**config.mk**
```make
export PLATFORM = sky130hd
export DESIGN_NAME = stq_drain_l
export DESIGN_NICKNAME = d
export VERILOG_FILES = /design/src/rtl/stq_drain_l.sv
export SDC_FILE = /design/constraint.sdc
export NUM_CORES = 1
export LEC_CHECK = 0
export CAP_MARGIN = 40
export CORE_MARGIN = 1.5
export CORE_UTILIZATION = 54
export CTS_BUF_LIST = sky130_fd_sc_hd__clkbuf_4 sky130_fd_sc_hd__clkbuf_8
export DETAILED_ROUTE_END_ITERATION = 6
export PLACE_DENSITY = 0.91
export SKIP_CTS_REPAIR_TIMING = 1
export SLEW_MARGIN = 15
export SYNTH_ARGS = -nofsm -noshare
export SYNTH_HDL_FRONTEND = slang
export SYNTH_SLANG_ARGS = --single-unit
```
**constraint.sdc**
```tcl
create_clock -name clk -period 5.05 [get_ports clk]
set_clock_uncertainty 0.05 [all_clocks]
set_input_delay 0.7575 -clock clk [delete_from_list [all_inputs] [get_ports clk]]
set_output_delay 0.7575 -clock clk [all_outputs]
set_load 0.03 [all_outputs]
```
**src/rtl/stq_drain_l.sv**
```systemverilog
// Store-queue drain control: head/retire/alloc pointers, L1 drain handshake,
// and the registered passe_en/free_en pulses that drive the store-address buffer array.
module stq_drain_l #(
    parameter int BUF_COUNT = 32
) (
    input  logic                         clk,
    input  logic                         rst,
    input  logic [1:0]                   alloc_cnt,
    input  logic [1:0]                   retire_cnt,
    input  logic                         excpt,
    output logic                         req_vld,
    output logic [$clog2(BUF_COUNT)-1:0] req_idx,
    input  logic                         req_rdy,
    output logic [BUF_COUNT-1:0]         passe_en,
    output logic [BUF_COUNT-1:0]         free_en,
    output logic                         full,
    output logic                         empty,
    output logic [$clog2(BUF_COUNT):0]   pend_cnt
);
    localparam int IW = $clog2(BUF_COUNT);
    localparam int PW = IW + 1;
    localparam logic [PW:0]   CAP  = (PW+1)'(BUF_COUNT);
    localparam logic [PW-1:0] FULL = PW'(BUF_COUNT - 1);

    // Pointers carry a wrap bit so a full queue (A-H == BUF_COUNT) is distinguishable from empty.
    logic [PW-1:0]        r_h, r_r, r_a;
    logic [BUF_COUNT-1:0] r_passe, r_free;

    logic [PW-1:0]        w_occ, w_room, w_r_nxt;
    logic [1:0]           w_ret_n;
    logic                 w_alloc_ok, w_drain;
    logic [BUF_COUNT-1:0] w_passe_nxt, w_free_nxt;

    assign w_occ      = r_a - r_h;
    assign w_room     = r_a - r_r;
    assign w_ret_n    = (PW'(retire_cnt) > w_room) ? w_room[1:0] : retire_cnt;
    assign w_r_nxt    = r_r + PW'(w_ret_n);
    // Occupancy check uses the pre-drain head; a flush cancels same-cycle allocation.
    assign w_alloc_ok = !excpt && (({1'b0, w_occ} + (PW+1)'(alloc_cnt)) <= CAP);
    assign w_drain    = req_vld && req_rdy;

    always_comb begin
        w_passe_nxt = '0;
        for (int k = 0; k < 3; k++) begin
            if (2'(k) < w_ret_n)
                w_passe_nxt[r_r[IW-1:0] + IW'(k)] = 1'b1;
        end
    end

    always_comb begin
        w_free_nxt = '0;
        if (w_drain)
            w_free_nxt[r_h[IW-1:0]] = 1'b1;
    end

    always_ff @(posedge clk or negedge rst) begin
        if (!rst) begin
            r_h     <= '0;
            r_r     <= '0;
            r_a     <= '0;
            r_passe <= '0;
            r_free  <= '0;
        end else begin
            r_h     <= r_h + PW'(w_drain);
            r_r     <= w_r_nxt;
            if (excpt)
                r_a <= w_r_nxt;
            else if (w_alloc_ok)
                r_a <= r_a + PW'(alloc_cnt);
            r_passe <= w_passe_nxt;
            r_free  <= w_free_nxt;
        end
    end

    assign req_vld  = (r_r != r_h);
    assign req_idx  = r_h[IW-1:0];
    assign passe_en = r_passe;
    assign free_en  = r_free;
    assign full     = (w_occ >= FULL);
    assign empty    = (w_occ == '0);
    assign pend_cnt = r_r - r_h;
endmodule

```
==> qor.csv <==
metric;value;unit
DRC Markers;0;
YS warnings;0;
minimum clock period;4.517;ns
R2R setup slack;0.66;ns
CTS tree;yes;
DP HPWL;8327;um
CTS buffer count;9;
H-tree depth;3;
slew margin rel.;40.57;%
row cnt;32;
delay of the slowest critical-path stage;0.67;ns
drt first-iter violations;369;
top_reg_cell synth;dfrtp_1;
reg2reg path depth;16;
Initial Util;56.82;%
initial antenna violation count;0;
Clock Latency Late Sink;0.36;ns
Post-Syn Nets;490;
pin count of the biggest net entering global routing;52;
flops & latches, synth;82;
Final nets;568;
Slew Limit Fails;0;
unrepaired setup endpoints after global routing;no;
Multi-input gate area;2173;um2
Crit. End Element;output port;
worst r2r src;r_r[0];
CP max stage cell;clkdlybuf4s50_1;
die height;93.88;um
wire per inst;17.53;um
via/cell ratio;6.135;
overall routing resource usage;26.73;%
crit-path cells;inv_1 > fa_1 > and3_1 > or3_1 > a22oi_1 > or4b_2 > nor2_1 > clkdlybuf4s50_1;
Final Hold Vio Count;0;
Worst-Margin Slew;0.8835;ns
layout cells sized above 1;6.567;%
Netlist cell types;58;
Seq/Total Area, Yosys;46.02;%
Top Ports;86;
Port-buffer cells;85;
Filler cells;578;
maxcap violations;0;
Die X;93.88;um
vias in the first global route;3710;
Final setup viols;0;
status;finished clean;
cells after synthesis;450;
CP max FO;8;
core area;7848;um2
router iterations before antenna repair;7;
CTS Sinks;82;
Post-synth ARST share;100.0;%
critical setup path kind;reg -> out;
setup TNS;0;ns
Vias;3896;
first-pass GRT wire length;18040;um
Fmax achieved;221.4;MHz
fin crit share;89.45;%
Post-DRT Antenna Nets;0;
synthesized cell area;4459;um2
WP buf/inv;2;
GRT overflow;0;
EDFF count, synth;0;
startpoint types;flip-flop;
die area;8813;um2
Hold Path Class;in -> async;
P&R area growth vs syn;25.42;%
drt total wl;11130;um
WP data arrival;3.71;ns
clk root buf;clkbuf_8;
R2R Path End;r_a[4];
Antenna Cells;0;
sequential cell area;2052;um2
Syn Area/Cell;9.910;um2
CP required;4.24;ns
clock buffer depth;2;
Top delay family on crit path;simple AND/OR/NAND/NOR gates;
global placement routability congestion;0.8686;
clock-pin slew on the worst setup and hold paths;0.09;ns
[cells by family after synthesis]
group                      after synthesis  synth area share [%]
adders and majority gates               32                 9.989
muxes                                    7                 1.740
DFF                                     82                 46.02
and+or+nand+nor                        165                 18.21
xor gates and xnor gates                22                 4.321
buffers and inverters                   54                 5.247
AOI/OAI and AO/OA                       88                 14.48
[worst register-to-register path, cell delays in order, from the launching register on]
cell      delay (ns)
dfrtp_1         0.60
ha_1            0.25
inv_1           0.06
fa_1            0.52
inv_1           0.07
ha_1            0.28
nor2b_1         0.13
o22ai_1         0.08
a211oi_1        0.40
o21ai_2         0.16
mux2_2          0.48
inv_1           0.15
fa_1            0.45
nor3_1          0.24
xnor2_1         0.12
a21oi_1         0.13
o21ai_0         0.09
[routing by layer]
metal	track usage [%]	wire, um	vias to the layer above
li1	-	-	1759
met1	34.20	4475	1893
met2	45.23	5561	212
met3	4.450	801	32
met4	10.57	293	0
met5	0	0	-
[per-stage QoR]
stage	hold slack (ns)	area [um2]	worst slack [ns]	std cells	util, %
2_1_floorplan	0.4119	4459	1.281	450	-
3_3_place_gp	0.4654	5336	0.9201	618	68.00
3_5_place_dp	0.4734	5364	0.7052	619	68.35
4_1_cts	0.2966	5593	0.5332	635	71.27
5_1_grt	0.3004	5593	0.3017	635	71.27
6_report	0.2869	5593	0.5328	635	71.27
[flip-flops by register name (all words and copies together) (netlist names)]
name	flops
free_en	32
passe_en	32
r_a	6
r_h	6
r_r	6
[layout by cell type, fill, tap and decap left out, types with 12 or more instances in the layout]
master	instances
clkdlybuf4s50_1	84
inv_1	33
nand3_1	24
nor2_1	54
o211ai_1	12
o22ai_1	19
ha_1	26
dfrtp_1	82
nand4_1	15
xnor2_1	16
nand2_1	33
[worst max path at each step]
stage                     startpoint  endpoint  slack (ns)  depth (start not counted)
after global placement        r_r[0]    r_a[4]        0.92                         16
after detailed placement      r_r[1]    r_a[4]        0.71                         15
after global routing          r_r[0]    r_a[4]        0.30                         16
after CTS                     r_h[1]     empty        0.53                          8
final                         r_h[1]     empty        0.53                          8
after floorplan               r_r[1]    r_a[3]        1.28                         17
[cell usage after synthesis (4+ instances only)]
| master | number | area [um2] |
|---|---|---|
| ha_1 | 26 | 325.3 |
| a32oi_1 | 8 | 70.07 |
| mux2i_1 | 4 | 40.04 |
| o211ai_1 | 12 | 90.09 |
| nand3b_1 | 4 | 30.03 |
| nand4_1 | 15 | 93.84 |
| or2_2 | 5 | 31.28 |
| nand2_1 | 33 | 123.9 |
| fa_1 | 6 | 120.1 |
| and3_1 | 4 | 25.02 |
| nand3_1 | 24 | 120.1 |
| xor2_1 | 6 | 52.55 |
| buf_4 | 5 | 37.54 |
| o22ai_1 | 19 | 118.9 |
| or3_1 | 5 | 31.28 |
| xnor2_1 | 16 | 140.1 |
| inv_1 | 33 | 123.9 |
| buf_2 | 4 | 20.02 |
| clkbuf_1 | 8 | 30.03 |
| nor2_1 | 54 | 202.7 |
| nor2b_1 | 4 | 25.02 |
| a21oi_1 | 7 | 35.03 |
| o21ai_0 | 7 | 35.03 |
| dfrtp_1 | 82 | 2052 |
| a21o_1 | 6 | 45.04 |
[layout make-up]
| type | instances | area share (%) |
|---|---|---|
| multi-input cells | 314 | 38.86 |
| flip-flops and latches | 82 | 36.69 |
| repair buffers | 87 | 15.79 |
| inverters | 34 | 2.282 |
| well taps | 102 | 2.282 |
| clock buffers | 9 | 2.215 |
| clock inverters | 7 | 1.879 |
Power is left out: the tool's default activity adds up to more than one toggle a clock period on the data nets, which glitch-free logic cannot reach.
